**src/rtl/mmv_arbiter2_pkg.sv**
```systemverilog
// Shared types and helpers for the two-requester memory arbiter.
// Requester ids are one bit; the pending counter needs one more bit than the tag FIFO index.
package mmv_arbiter2_pkg;

   typedef logic req_id_t;

   localparam req_id_t REQ_S0 = 1'b0;
   localparam req_id_t REQ_S1 = 1'b1;

   function automatic int pend_width(input int depth);
      return $clog2(depth) + 1;
   endfunction

endpackage

```
**src/rtl/mmv_arbiter2_if.sv**
```systemverilog
// One memory-style request/response port.
// A requester uses the master side; the responder (memory or arbiter) uses the slave side.
interface mmv_arbiter2_if #(
   parameter int AWIDTH = 8,
   parameter int DWIDTH = 8
);
   logic [AWIDTH-1:0] addr;
   logic              wreq;
   logic [DWIDTH-1:0] wdat;
   logic              rreq;
   logic [DWIDTH-1:0] rdat;
   logic              rval;
   logic              busy;

   modport master (output addr, wreq, wdat, rreq, input rdat, rval, busy);
   modport slave  (input addr, wreq, wdat, rreq, output rdat, rval, busy);
endinterface

```
**src/rtl/mmv_arbiter2_tag_fifo.sv**
```systemverilog
// In-order FIFO of requester ids for reads still in flight at the shared memory.
// The full flag is registered so the grant path never depends on a same-cycle pop.
module mmv_arbiter2_tag_fifo
   import mmv_arbiter2_pkg::*;
#(
   parameter int DEPTH = 16
) (
   input  logic                         clk,
   input  logic                         reset,
   input  logic                         i_push,
   input  req_id_t                      i_din,
   input  logic                         i_pop,
   output req_id_t                      o_head,
   output logic                         o_full,
   output logic                         o_empty,
   output logic [pend_width(DEPTH)-1:0] o_count
);
   localparam int PW = pend_width(DEPTH);
   localparam int AW = $clog2(DEPTH);

   req_id_t         r_mem [DEPTH];
   logic [AW-1:0]   r_wptr;
   logic [AW-1:0]   r_rptr;
   logic [PW-1:0]   r_count;
   logic            r_full;
   logic            w_push;
   logic            w_pop;

   assign w_push = i_push & ~r_full;
   assign w_pop  = i_pop & (r_count != '0);

   // NOTE: the tag storage has no reset; validity is defined only by the
   // pointers and count, so stale entries after reset are never read.
   always_ff @(posedge clk) begin
      if (w_push) r_mem[r_wptr] <= i_din;
   end

   always_ff @(posedge clk) begin
      if (!reset) begin
         r_wptr  <= '0;
         r_rptr  <= '0;
         r_count <= '0;
         r_full  <= 1'b0;
      end else begin
         if (w_push) r_wptr <= r_wptr + AW'(1);
         if (w_pop)  r_rptr <= r_rptr + AW'(1);
         if (w_push && !w_pop) begin
            r_count <= r_count + PW'(1);
            r_full  <= (r_count == PW'(DEPTH - 1));
         end else if (w_pop && !w_push) begin
            r_count <= r_count - PW'(1);
            r_full  <= 1'b0;
         end
      end
   end

   assign o_head  = r_mem[r_rptr];
   assign o_full  = r_full;
   assign o_empty = (r_count == '0);
   assign o_count = r_count;

endmodule

```
**src/rtl/mmv_arbiter2.sv**
```systemverilog
// Two-requester round-robin arbiter in front of one pipelined memory port.
// Requests pass through combinationally; read responses are routed back via an in-order tag FIFO.
module mmv_arbiter2
   import mmv_arbiter2_pkg::*;
#(
   parameter int AWIDTH  = 8,
   parameter int DWIDTH  = 8,
   parameter int RDPENDS = 16
) (
   input  logic                           clk,
   input  logic                           reset,
   mmv_arbiter2_if.slave                  s0,
   mmv_arbiter2_if.slave                  s1,
   mmv_arbiter2_if.master                 m,
   output logic                           orphan,
   output logic [pend_width(RDPENDS)-1:0] pending
);
   req_id_t           r_owner;
   req_id_t           r_rr;
   logic              r_locked;
   req_id_t           w_gnt;
   req_id_t           w_head;
   logic              w_req0, w_req1, w_blk0, w_blk1;
   logic              w_gnt_wreq, w_gnt_rreq, w_gnt_busy;
   logic [AWIDTH-1:0] w_gnt_addr;
   logic [DWIDTH-1:0] w_gnt_wdat;
   logic              w_m_wreq, w_m_rreq, w_fwd, w_accept;
   logic              w_push, w_pop, w_full, w_empty;

   assign w_req0 = s0.wreq | s0.rreq;
   assign w_req1 = s1.wreq | s1.rreq;
   assign w_blk0 = w_full & s0.rreq;
   assign w_blk1 = w_full & s1.rreq;

   // A read held back by a full tag FIFO yields to the other requester so writes keep flowing.
   // NOTE: w_gnt gets a default before any branch so no path leaves it unassigned (no latch).
   always_comb begin
      w_gnt = r_rr;
      if (r_locked)              w_gnt = r_owner;
      else if (w_req0 && !w_req1) w_gnt = REQ_S0;
      else if (w_req1 && !w_req0) w_gnt = REQ_S1;
      else if (w_req0 && w_req1) begin
         if (r_rr == REQ_S0 && w_blk0 && !w_blk1)      w_gnt = REQ_S1;
         else if (r_rr == REQ_S1 && w_blk1 && !w_blk0) w_gnt = REQ_S0;
      end
   end

   assign w_gnt_wreq = (w_gnt == REQ_S1) ? s1.wreq : s0.wreq;
   assign w_gnt_rreq = (w_gnt == REQ_S1) ? s1.rreq : s0.rreq;
   assign w_gnt_addr = (w_gnt == REQ_S1) ? s1.addr : s0.addr;
   assign w_gnt_wdat = (w_gnt == REQ_S1) ? s1.wdat : s0.wdat;

   assign w_m_wreq = reset & w_gnt_wreq;
   assign w_m_rreq = reset & w_gnt_rreq & ~w_full;
   assign w_fwd    = w_m_wreq | w_m_rreq;
   assign w_accept = w_fwd & ~m.busy;

   assign m.addr = w_gnt_addr;
   assign m.wdat = w_gnt_wdat;
   assign m.wreq = w_m_wreq;
   assign m.rreq = w_m_rreq;

   assign w_gnt_busy = ~reset | m.busy | (w_gnt_rreq & w_full);
   assign s0.busy    = (w_gnt == REQ_S0) ? w_gnt_busy : 1'b1;
   assign s1.busy    = (w_gnt == REQ_S1) ? w_gnt_busy : 1'b1;

   assign w_push = w_m_rreq & ~m.busy;
   assign w_pop  = reset & m.rval & ~w_empty;

   mmv_arbiter2_tag_fifo #(.DEPTH(RDPENDS)) u_tag_fifo (
      .clk     (clk),
      .reset   (reset),
      .i_push  (w_push),
      .i_din   (w_gnt),
      .i_pop   (w_pop),
      .o_head  (w_head),
      .o_full  (w_full),
      .o_empty (w_empty),
      .o_count (pending)
   );

   assign s0.rdat = m.rdat;
   assign s1.rdat = m.rdat;
   assign s0.rval = w_pop & (w_head == REQ_S0);
   assign s1.rval = w_pop & (w_head == REQ_S1);
   assign orphan  = reset & m.rval & w_empty;

   // NOTE: state registers use non-blocking assignment so every flop samples pre-edge values.
   always_ff @(posedge clk) begin
      if (!reset) begin
         r_owner  <= REQ_S0;
         r_rr     <= REQ_S0;
         r_locked <= 1'b0;
      end else begin
         if (w_fwd) r_owner <= w_gnt;
         if (w_accept) begin
            r_locked <= 1'b0;
            r_rr     <= ~w_gnt;
         end else if (w_fwd) begin
            r_locked <= 1'b1;
         end
      end
   end

endmodule

```
**src/flat_wrapper.sv**
```systemverilog
// flat-port wrapper written by rule: the top's interface ports become plain ports
module mmv_arbiter2_flat import mmv_arbiter2_pkg::*;
#(
   parameter int AWIDTH  = 8,
   parameter int DWIDTH  = 8,
   parameter int RDPENDS = 16
)
  (clk, reset, orphan, pending, s0_addr, s0_wreq, s0_wdat, s0_rreq, s0_rdat, s0_rval, s0_busy, s1_addr, s1_wreq, s1_wdat, s1_rreq, s1_rdat, s1_rval, s1_busy, m_addr, m_wreq, m_wdat, m_rreq, m_rdat, m_rval, m_busy);
  mmv_arbiter2_if #(.AWIDTH(AWIDTH), .DWIDTH(DWIDTH)) s0_i ();
  mmv_arbiter2_if #(.AWIDTH(AWIDTH), .DWIDTH(DWIDTH)) s1_i ();
  mmv_arbiter2_if #(.AWIDTH(AWIDTH), .DWIDTH(DWIDTH)) m_i ();
  input  logic clk;
  input  logic reset;
  output logic orphan;
  output logic [pend_width(RDPENDS)-1:0] pending;
  input wire logic [$bits(s0_i.addr)-1:0] s0_addr;
  input wire logic [$bits(s0_i.wreq)-1:0] s0_wreq;
  input wire logic [$bits(s0_i.wdat)-1:0] s0_wdat;
  input wire logic [$bits(s0_i.rreq)-1:0] s0_rreq;
  output wire logic [$bits(s0_i.rdat)-1:0] s0_rdat;
  output wire logic [$bits(s0_i.rval)-1:0] s0_rval;
  output wire logic [$bits(s0_i.busy)-1:0] s0_busy;
  input wire logic [$bits(s1_i.addr)-1:0] s1_addr;
  input wire logic [$bits(s1_i.wreq)-1:0] s1_wreq;
  input wire logic [$bits(s1_i.wdat)-1:0] s1_wdat;
  input wire logic [$bits(s1_i.rreq)-1:0] s1_rreq;
  output wire logic [$bits(s1_i.rdat)-1:0] s1_rdat;
  output wire logic [$bits(s1_i.rval)-1:0] s1_rval;
  output wire logic [$bits(s1_i.busy)-1:0] s1_busy;
  output wire logic [$bits(m_i.addr)-1:0] m_addr;
  output wire logic [$bits(m_i.wreq)-1:0] m_wreq;
  output wire logic [$bits(m_i.wdat)-1:0] m_wdat;
  output wire logic [$bits(m_i.rreq)-1:0] m_rreq;
  input wire logic [$bits(m_i.rdat)-1:0] m_rdat;
  input wire logic [$bits(m_i.rval)-1:0] m_rval;
  input wire logic [$bits(m_i.busy)-1:0] m_busy;
  assign s0_i.addr = s0_addr;
  assign s0_i.wreq = s0_wreq;
  assign s0_i.wdat = s0_wdat;
  assign s0_i.rreq = s0_rreq;
  assign s0_rdat = s0_i.rdat;
  assign s0_rval = s0_i.rval;
  assign s0_busy = s0_i.busy;
  assign s1_i.addr = s1_addr;
  assign s1_i.wreq = s1_wreq;
  assign s1_i.wdat = s1_wdat;
  assign s1_i.rreq = s1_rreq;
  assign s1_rdat = s1_i.rdat;
  assign s1_rval = s1_i.rval;
  assign s1_busy = s1_i.busy;
  assign m_addr = m_i.addr;
  assign m_wreq = m_i.wreq;
  assign m_wdat = m_i.wdat;
  assign m_rreq = m_i.rreq;
  assign m_i.rdat = m_rdat;
  assign m_i.rval = m_rval;
  assign m_i.busy = m_busy;
  mmv_arbiter2 #(.AWIDTH(AWIDTH), .DWIDTH(DWIDTH), .RDPENDS(RDPENDS)) u_core (.clk(clk), .reset(reset), .s0(s0_i), .s1(s1_i), .m(m_i), .orphan(orphan), .pending(pending));
endmodule
```
**config.mk**
```make
export PLATFORM = sky130hd
export DESIGN_NAME = mmv_arbiter2_flat
export DESIGN_NICKNAME = d
export VERILOG_FILES = /design/src/rtl/mmv_arbiter2_pkg.sv /design/src/rtl/mmv_arbiter2_if.sv /design/src/rtl/mmv_arbiter2_tag_fifo.sv /design/src/rtl/mmv_arbiter2.sv /design/src/flat_wrapper.sv
export SDC_FILE = /design/constraint.sdc
export NUM_CORES = 1
export LEC_CHECK = 0
export BUFFER_PORTS_ARGS = -buffer_cell sky130_fd_sc_hd__clkbuf_2
export CAP_MARGIN = 20
export CORE_MARGIN = 3
export CORE_UTILIZATION = 52
export CTS_CLUSTER_DIAMETER = 150
export DETAILED_ROUTE_END_ITERATION = 8
export GPL_ROUTABILITY_DRIVEN = 0
export PLACE_DENSITY = 0.86
export SETUP_SLACK_MARGIN = 0.02
export SLEW_MARGIN = 5
export SYNTH_ARGS = -nofsm -noshare
export SYNTH_HDL_FRONTEND = slang
export SYNTH_SLANG_ARGS = --single-unit
```
**constraint.sdc**
```tcl
create_clock -name clk -period 5.4 [get_ports clk]
set_input_delay 1.35 -clock clk [delete_from_list [all_inputs] [get_ports clk]]
set_output_delay 1.35 -clock clk [all_outputs]
set_load 0.01 [all_outputs]
```
==> summary.md, run 1 <==
| Metric | Value |
|---|---|
| Commonest non-fill, non-tap cell in the layout | `clkbuf_2` |
| Register area share after synthesis | `about two fifths` |
| FP Rows | `23` |
| Switching share of power | `34.3%` |
| Drt drc | `0` |
| VDD IR max | `approximately 0.24 mV` |
| Unrepaired setup endpoints after global routing | `no` |
| Tcrit/Tclk final | `about 80%` |
| Layout area overhead | `17.4%` |
| Unique masters post-synth | `41` |
| Synthesized cell area | `between 0.002 and 0.0025 mm^2` |
| Min Tclk post-route | `4350 ps` |
| Clock sink count | `37` |
| Clock root buffer | `clkbuf_8` |
| Port bufs | `67` |
| Vias in the first global route | `roughly 1700` |
| Cells after Synth | `between 200 and 250` |
| CP endpoint kind | `primary output` |
| Post-synthesis mux area share | `around 14%` |
| Commonest non-fill, non-tap cells in the layout | `clkbuf_2, dfxtp_1, and3_1` |
| Initial Utilization | `between 50% and 60%` |
| CTS Buf Count | `5` |
| Layout cells sized above 1 | `roughly 40%` |
| Clock transition at path regs | `roughly 70 ps` |
| Internal power | `approximately 0.00068 W` |
| H-tree depth | `2` |
| Global-route wire length before repair | `7530 um` |
| CTS Hold Bufs | `0` |
| Synth warn | `0` |
| Max transition margin | `a little under three quarters` |
| Synthesized area per cell | `between 10 and 15 um^2` |
| Crit path to | `m_wreq` |
| Clk network pwr share | `about 22%` |
| Hold Vio Cnt, Final | `0` |
| Hold Crit Depth | `2` |
| Wire per inst | `13.7 um` |
| Switch Pwr | `~0.00036 W` |
| Synth Area in Adders | `between 6 and 7%` |
| Iteration-0 DRC count of the detailed router | `72` |
| Total Power | `roughly 0.0010 W` |
| Max_cap viols | `0` |
| HPWL after DPL | `~3200 um` |
| Synth Register Bits | `37` |
| Vias | `roughly 1700` |
| Initial DRT Pass Iterations | `4` |
| Compound-Gate Fraction of Synth Area | `~11%` |
| Post-synth top flop | `dfxtp_1` |
| Final Max Tran Viols | `0` |
| Die area | `0.00504 mm^2` |
| CP startpoint | `s1_rreq` |
| Post-DRT Antenna Nets | `0` |
| Detailed Route WL | `between 4000 and 5000 um` |
| Cts repair resizes | `0` |
| # setup viols final | `0` |
| Bufs on Longest Clock Path | `2` |
| Mapped Nets | `approximately 270` |
| Worst-margin pin slew | `around 430 ps` |
| EDFF count, synth | `16` |
| Pin count of the biggest net entering global routing | `38` |
| Reg2reg start | `u_core.r_rr$_SDFFE_PN0P_` |
| Synth area leaders | `edfxtp_1, dfxtp_1, mux2_2` |
| Via-to-Cell Ratio | `5.38` |
| Synth area leader | `edfxtp_1` |
| Crit-path max FO | `37` |
| Vert. Die Dim | `around 71 um` |
| Cell Pwr Density | `roughly 400 mW/mm^2` |
| Fraction of the mapped netlist area in simple logic gates | `roughly 17%` |
| Top cell type's share of synthesized area | `21.9%` |
| R2R Path End | `u_core.u_tag_fifo.o_count[4]$_SDFFE_PN0P_` |
| Top Ports | `92` |
| Critical Path Source Type | `input pin` |
| Clock Latency Late Sink | `approximately 290 ps` |
| Synth async-reset ratio | `0%` |
| Postcts setup bufs | `0` |
| Crit path kind | `input pin to primary output` |
| Worst Reg-to-Reg Cells | `13` |
| XOR/XNOR Fraction of Synth Area | `between 2 and 2.5%` |
| GR Overflow Total | `0` |
| Number of diodes | `0` |
| Comb power frac | `about 40%` |
| Reg2Reg Setup Slack | `around 2300 ps` |
| WP data arrival | `3000 ps` |
| CP required | `4050 ps` |
| Status | `finished clean` |
| Initial antenna violation count | `0` |
| Fin nets | `322` |
| Largest family of logic cells by synthesized area | `simple AND/OR/NAND/NOR gates` |
| TritonCTS clock tree | `built` |
| Global Route Usage Sum | `roughly a fifth` |
| Static Leakage | `1.15 nW` |
| Reg power frac | `between 30% and 40%` |
| Type of the tightest min-delay check | `register to register` |
| FMAX | `0.230 GHz` |
| Core area | `0.00403 mm^2` |
| Clk_skew | `roughly 2.7 ps` |
| Die width | `just over 70 um` |
| Setup_tns | `0 ps` |
synth_stat cells, drive strengths merged, types with 3 or more instances:
library cell,count
a21boi,6
a21oi,7
and2,8
and3,18
buf,18
clkbuf,4
dfxtp,21
edfxtp,16
ha,9
inv,10
mux2,16
mux4,5
nand2,13
nand3,5
nor2,7
nor2b,7
o21ai,9
o31ai,4
or3,3
or4,3
xnor2,4
cell type report:
cell class | count | area (um^2)
Clock buffer | 7 | 108
Clock inverter | 1 | 7.51
Fill cell | 339 | 1450
Inverter | 10 | 37.5
Multi-Input combinational cell | 142 | 1120
Sequential cell | 37 | 901
Tap cell | 50 | 62.6
Timing Repair Buffer | 68 | 343
stage by stage:
stage | area, um^2 | std cells | hold WS, ps | util [%] | setup WS (ps)
3_3_place_gp | 2470 | 307 | 483 | 61.2 | 1120
4_1_cts | 2580 | 315 | 490 | 64.1 | 1050
3_5_place_dp | 2470 | 307 | 483 | 61.2 | 1060
5_1_grt | 2580 | 315 | 522 | 64.1 | 892
6_report | 2580 | 315 | 485 | 64.1 | 1050
2_1_floorplan | 2200 | 211 | 448 | - | 1390
power groups by stage:
stage / Clock (W) / Sequential (W) / Combinational (W)
finish: 0.000230 / 0.000391 / 0.000419
global route: 0.000247 / 0.000398 / 0.000466
CTS: 0.000232 / 0.000391 / 0.000424
detailed placement: 0 / 0.000396 / 0.000418
global placement: 0 / 0.000393 / 0.000407
floorplan: 0 / 0.000392 / 0.000308
worst max-delay path, cell delays in order:
cell	delay, ps
clkbuf_2	120
or3_1	340
a21oi_1	240
a32oi_2	140
buf_4	270
mux2i_1	340
clkbuf_2	200
layer usage:
metal / track usage (%) / part of all wire (%) / vias to the layer above / routed length (um)
met4: 6.47 / 0.86 / 0 / 37
met2: 34.1 / 53 / 55 / 2290
met1: 21.1 / 40 / 787 / 1740
met5: 0 / 0 / - / 0
met3: 4.55 / 5.6 / 6 / 241
li1: - / - / 848 / -
worst min path at each step:
stage                             endpoint  slack [ps]                         from
6_report       u_core.r_owner$_SDFFE_PN0N_         490  u_core.r_owner$_SDFFE_PN0N_
5_1_grt        u_core.r_owner$_SDFFE_PN0N_         520  u_core.r_owner$_SDFFE_PN0N_
4_1_cts        u_core.r_owner$_SDFFE_PN0N_         490  u_core.r_owner$_SDFFE_PN0N_
3_5_place_dp   u_core.r_owner$_SDFFE_PN0N_         480  u_core.r_owner$_SDFFE_PN0N_
3_3_place_gp   u_core.r_owner$_SDFFE_PN0N_         480  u_core.r_owner$_SDFFE_PN0N_
2_1_floorplan  u_core.r_owner$_SDFFE_PN0N_         450  u_core.r_owner$_SDFFE_PN0N_
logic make-up after synthesis:
family / Yosys count
simple gates: 67
flops: 37
compound gates: 36
buf+inv: 32
mux: 23
fa+ha+maj: 10
xor+xnor: 6
Power figures use the tool's default switching activity.
==> inputs of run 2 (changes only) <==
CORE_UTILIZATION = 48   (was 52)
PLACE_DENSITY = 0.8   (was 0.86)
clock period = 4.5 ns   (was 5.4 ns; I/O delays follow)
==> summary.md, run 2 (synthesized netlist as in run 1, its figures left out) <==
| Metric | Value |
|---|---|
| Status | `finished clean` |
| Multi-input combinational cell area | `0.00112 mm^2 (unchanged)` |
| Post-DRT Antenna Nets | `0 (unchanged)` |
| # setup viols final | `0 (unchanged)` |
| Hold Vio Cnt, Final | `0 (unchanged)` |
| TritonCTS clock tree | `built` |
| CP endpoint kind | `primary output` |
| Initial DRT Pass Iterations | `4 (unchanged)` |
| DP Area | `0.00248 mm^2 (+0.61%)` |
| Iteration-0 DRC count of the detailed router | `80 (+11%)` |
| Core area | `0.00420 mm^2 (+4.3%)` |
| Min Tclk post-route | `around 4200 ps` |
| Commonest non-fill, non-tap cell in the layout | `clkbuf_2` |
| Die area | `0.00543 mm^2 (+7.6%)` |
| Fin nets | `324 (+0.62%)` |
| Global-route wire length before repair | `7510 um (-0.36%)` |
| Post-route cell area | `0.00257 mm^2 (-0.24%)` |
| FMAX | `about 0.24 GHz` |
| Bufs on Longest Clock Path | `2 (unchanged)` |
| Clock transition at path regs | `70 ps (about the same)` |
| Reg2Reg Setup Slack | `1440 ps (-850 ps)` |
| VDD IR max | `0.219 mV (-7.0%)` |
| Clock root buffer | `clkbuf_8` |
| CTS Buf Count | `5 (unchanged)` |
| Clock sink count | `37 (unchanged)` |
| HPWL after DPL | `3500 um (+7.8%)` |
| Final Max Tran Viols | `0 (unchanged)` |
| Number of fill cells in the layout | `351 (+3.5%)` |
| Vert. Die Dim | `73.7 um (+3.7%)` |
| CTS Hold Bufs | `0 (unchanged)` |
| Clk_skew | `6.03 ps (+3.33 ps)` |
| Setup_tns | `0 ps (unchanged)` |
| Global Route Usage Sum | `17.8% (-0.92 points)` |
| Max_cap viols | `0 (unchanged)` |
| Static Leakage | `1.15 nW (-0.13%)` |
| Commonest non-fill, non-tap cells in the layout | `clkbuf_2, dfxtp_1, and3_1` |
| Crit path kind | `input pin to primary output` |
| Cts repair resizes | `0 (unchanged)` |
| Postcts setup bufs | `0 (unchanged)` |
| Die width | `73.7 um (+3.7%)` |
| Layout area overhead | `17.1%` |
| Hold_ws | `490 ps (+4.78 ps)` |
| WP data arrival | `3050 ps (+50 ps)` |
| Detailed Route WL | `4380 um (+1.8%)` |
| Unrepaired setup endpoints after global routing | `no` |
| CP required | `3380 ps (-670 ps)` |
| Top Ports | `92 (unchanged)` |
| Clock Latency Late Sink | `290 ps (about the same)` |
| Vias | `1708 (+0.71%)` |
| Via-to-Cell Ratio | `5.39 (about the same)` |
| FP Rows | `23 (unchanged)` |
| Sequential Area | `901 um^2 (unchanged)` |
| Type of the tightest min-delay check | `register to register` |
| Worst-margin pin slew | `795 ps (+362 ps)` |
| Initial antenna violation count | `0 (unchanged)` |
| Crit-path max FO | `14 (-62%)` |
| Critical Path Source Type | `input pin` |
| Tcrit/Tclk final | `around 93%` |
| Max transition margin | `47.0% (-24 points)` |
| Drt drc | `0 (unchanged)` |
| Initial Utilization | `52.3% (-2.2 points)` |
| H-tree depth | `2 (unchanged)` |
| Layout cells sized above 1 | `39.7% (+0.078 points)` |
| Total Power | `0.00121 W (+17%)` |
| Port bufs | `67 (unchanged)` |
| Pin count of the biggest net entering global routing | `24 (-37%)` |
| Cell Pwr Density | `470 mW/mm^2 (+17%)` |
| Wire per inst | `13.8 um (+1.1%)` |
| GR Overflow Total | `0 (unchanged)` |
| Vias in the first global route | `1771 (+3.0%)` |
| Number of diodes | `0 (unchanged)` |
-- run 2: worst paths after layout --
kind                                                    end  cells after the start                                 startpoint
setup / recovery                                  m_addr[0]                      7                                    s1_wreq
hold / removal                  u_core.r_owner$_SDFFE_PN0N_                      2                u_core.r_owner$_SDFFE_PN0N_
setup reg to reg  u_core.u_tag_fifo.o_count[4]$_SDFFE_PN0P_                     10  u_core.u_tag_fifo.o_count[1]$_SDFFE_PN0P_
hold reg to reg                 u_core.r_owner$_SDFFE_PN0N_                      2                u_core.r_owner$_SDFFE_PN0N_
-- run 2: worst max-delay path, cell delays in order --
cell	delay (ps)
clkbuf_2	110
nor2b_1	200
a31oi_1	130
a32oi_2	690
buf_4	310
mux2_2	350
clkbuf_2	130
-- run 2: stage by stage --
step	cells	worst slack (ps)	util, %
finish	317	329	61.3
global route	317	184	61.3
CTS	317	334	61.3
detailed placement	309	327	59.1
global placement	309	418	59.1
floorplan	211	944	-
-- run 2: cell type report --
type | instances | share of cell area (%)
well taps | 50 | 2.43
inverters | 10 | 1.46
flip-flops and latches | 37 | 35.0
repair buffers | 70 | 13.9
clock inverters | 1 | 0.292
multi-input cells | 142 | 43.6
clock buffers | 7 | 3.35
-- run 2: routing by layer --
metal / share of wire, % / routed length, um / track usage [%] / up-vias
met5: 0 / 0 / 0 / -
met4: 1.5 / 64 / 6.24 / 0
met3: 4.9 / 216 / 4.65 / 6
met2: 51 / 2220 / 31.8 / 51
met1: 43 / 1880 / 20.2 / 795
li1: - / - / - / 856
-- run 2: where the power goes --
group,internal (W),total [W],switching [W]
sequential,0.000409,0.000467,0.0000580
combinational,0.000257,0.000507,0.000250
clock,0.000124,0.000237,0.000113
total,0.000790,0.00121,0.000421
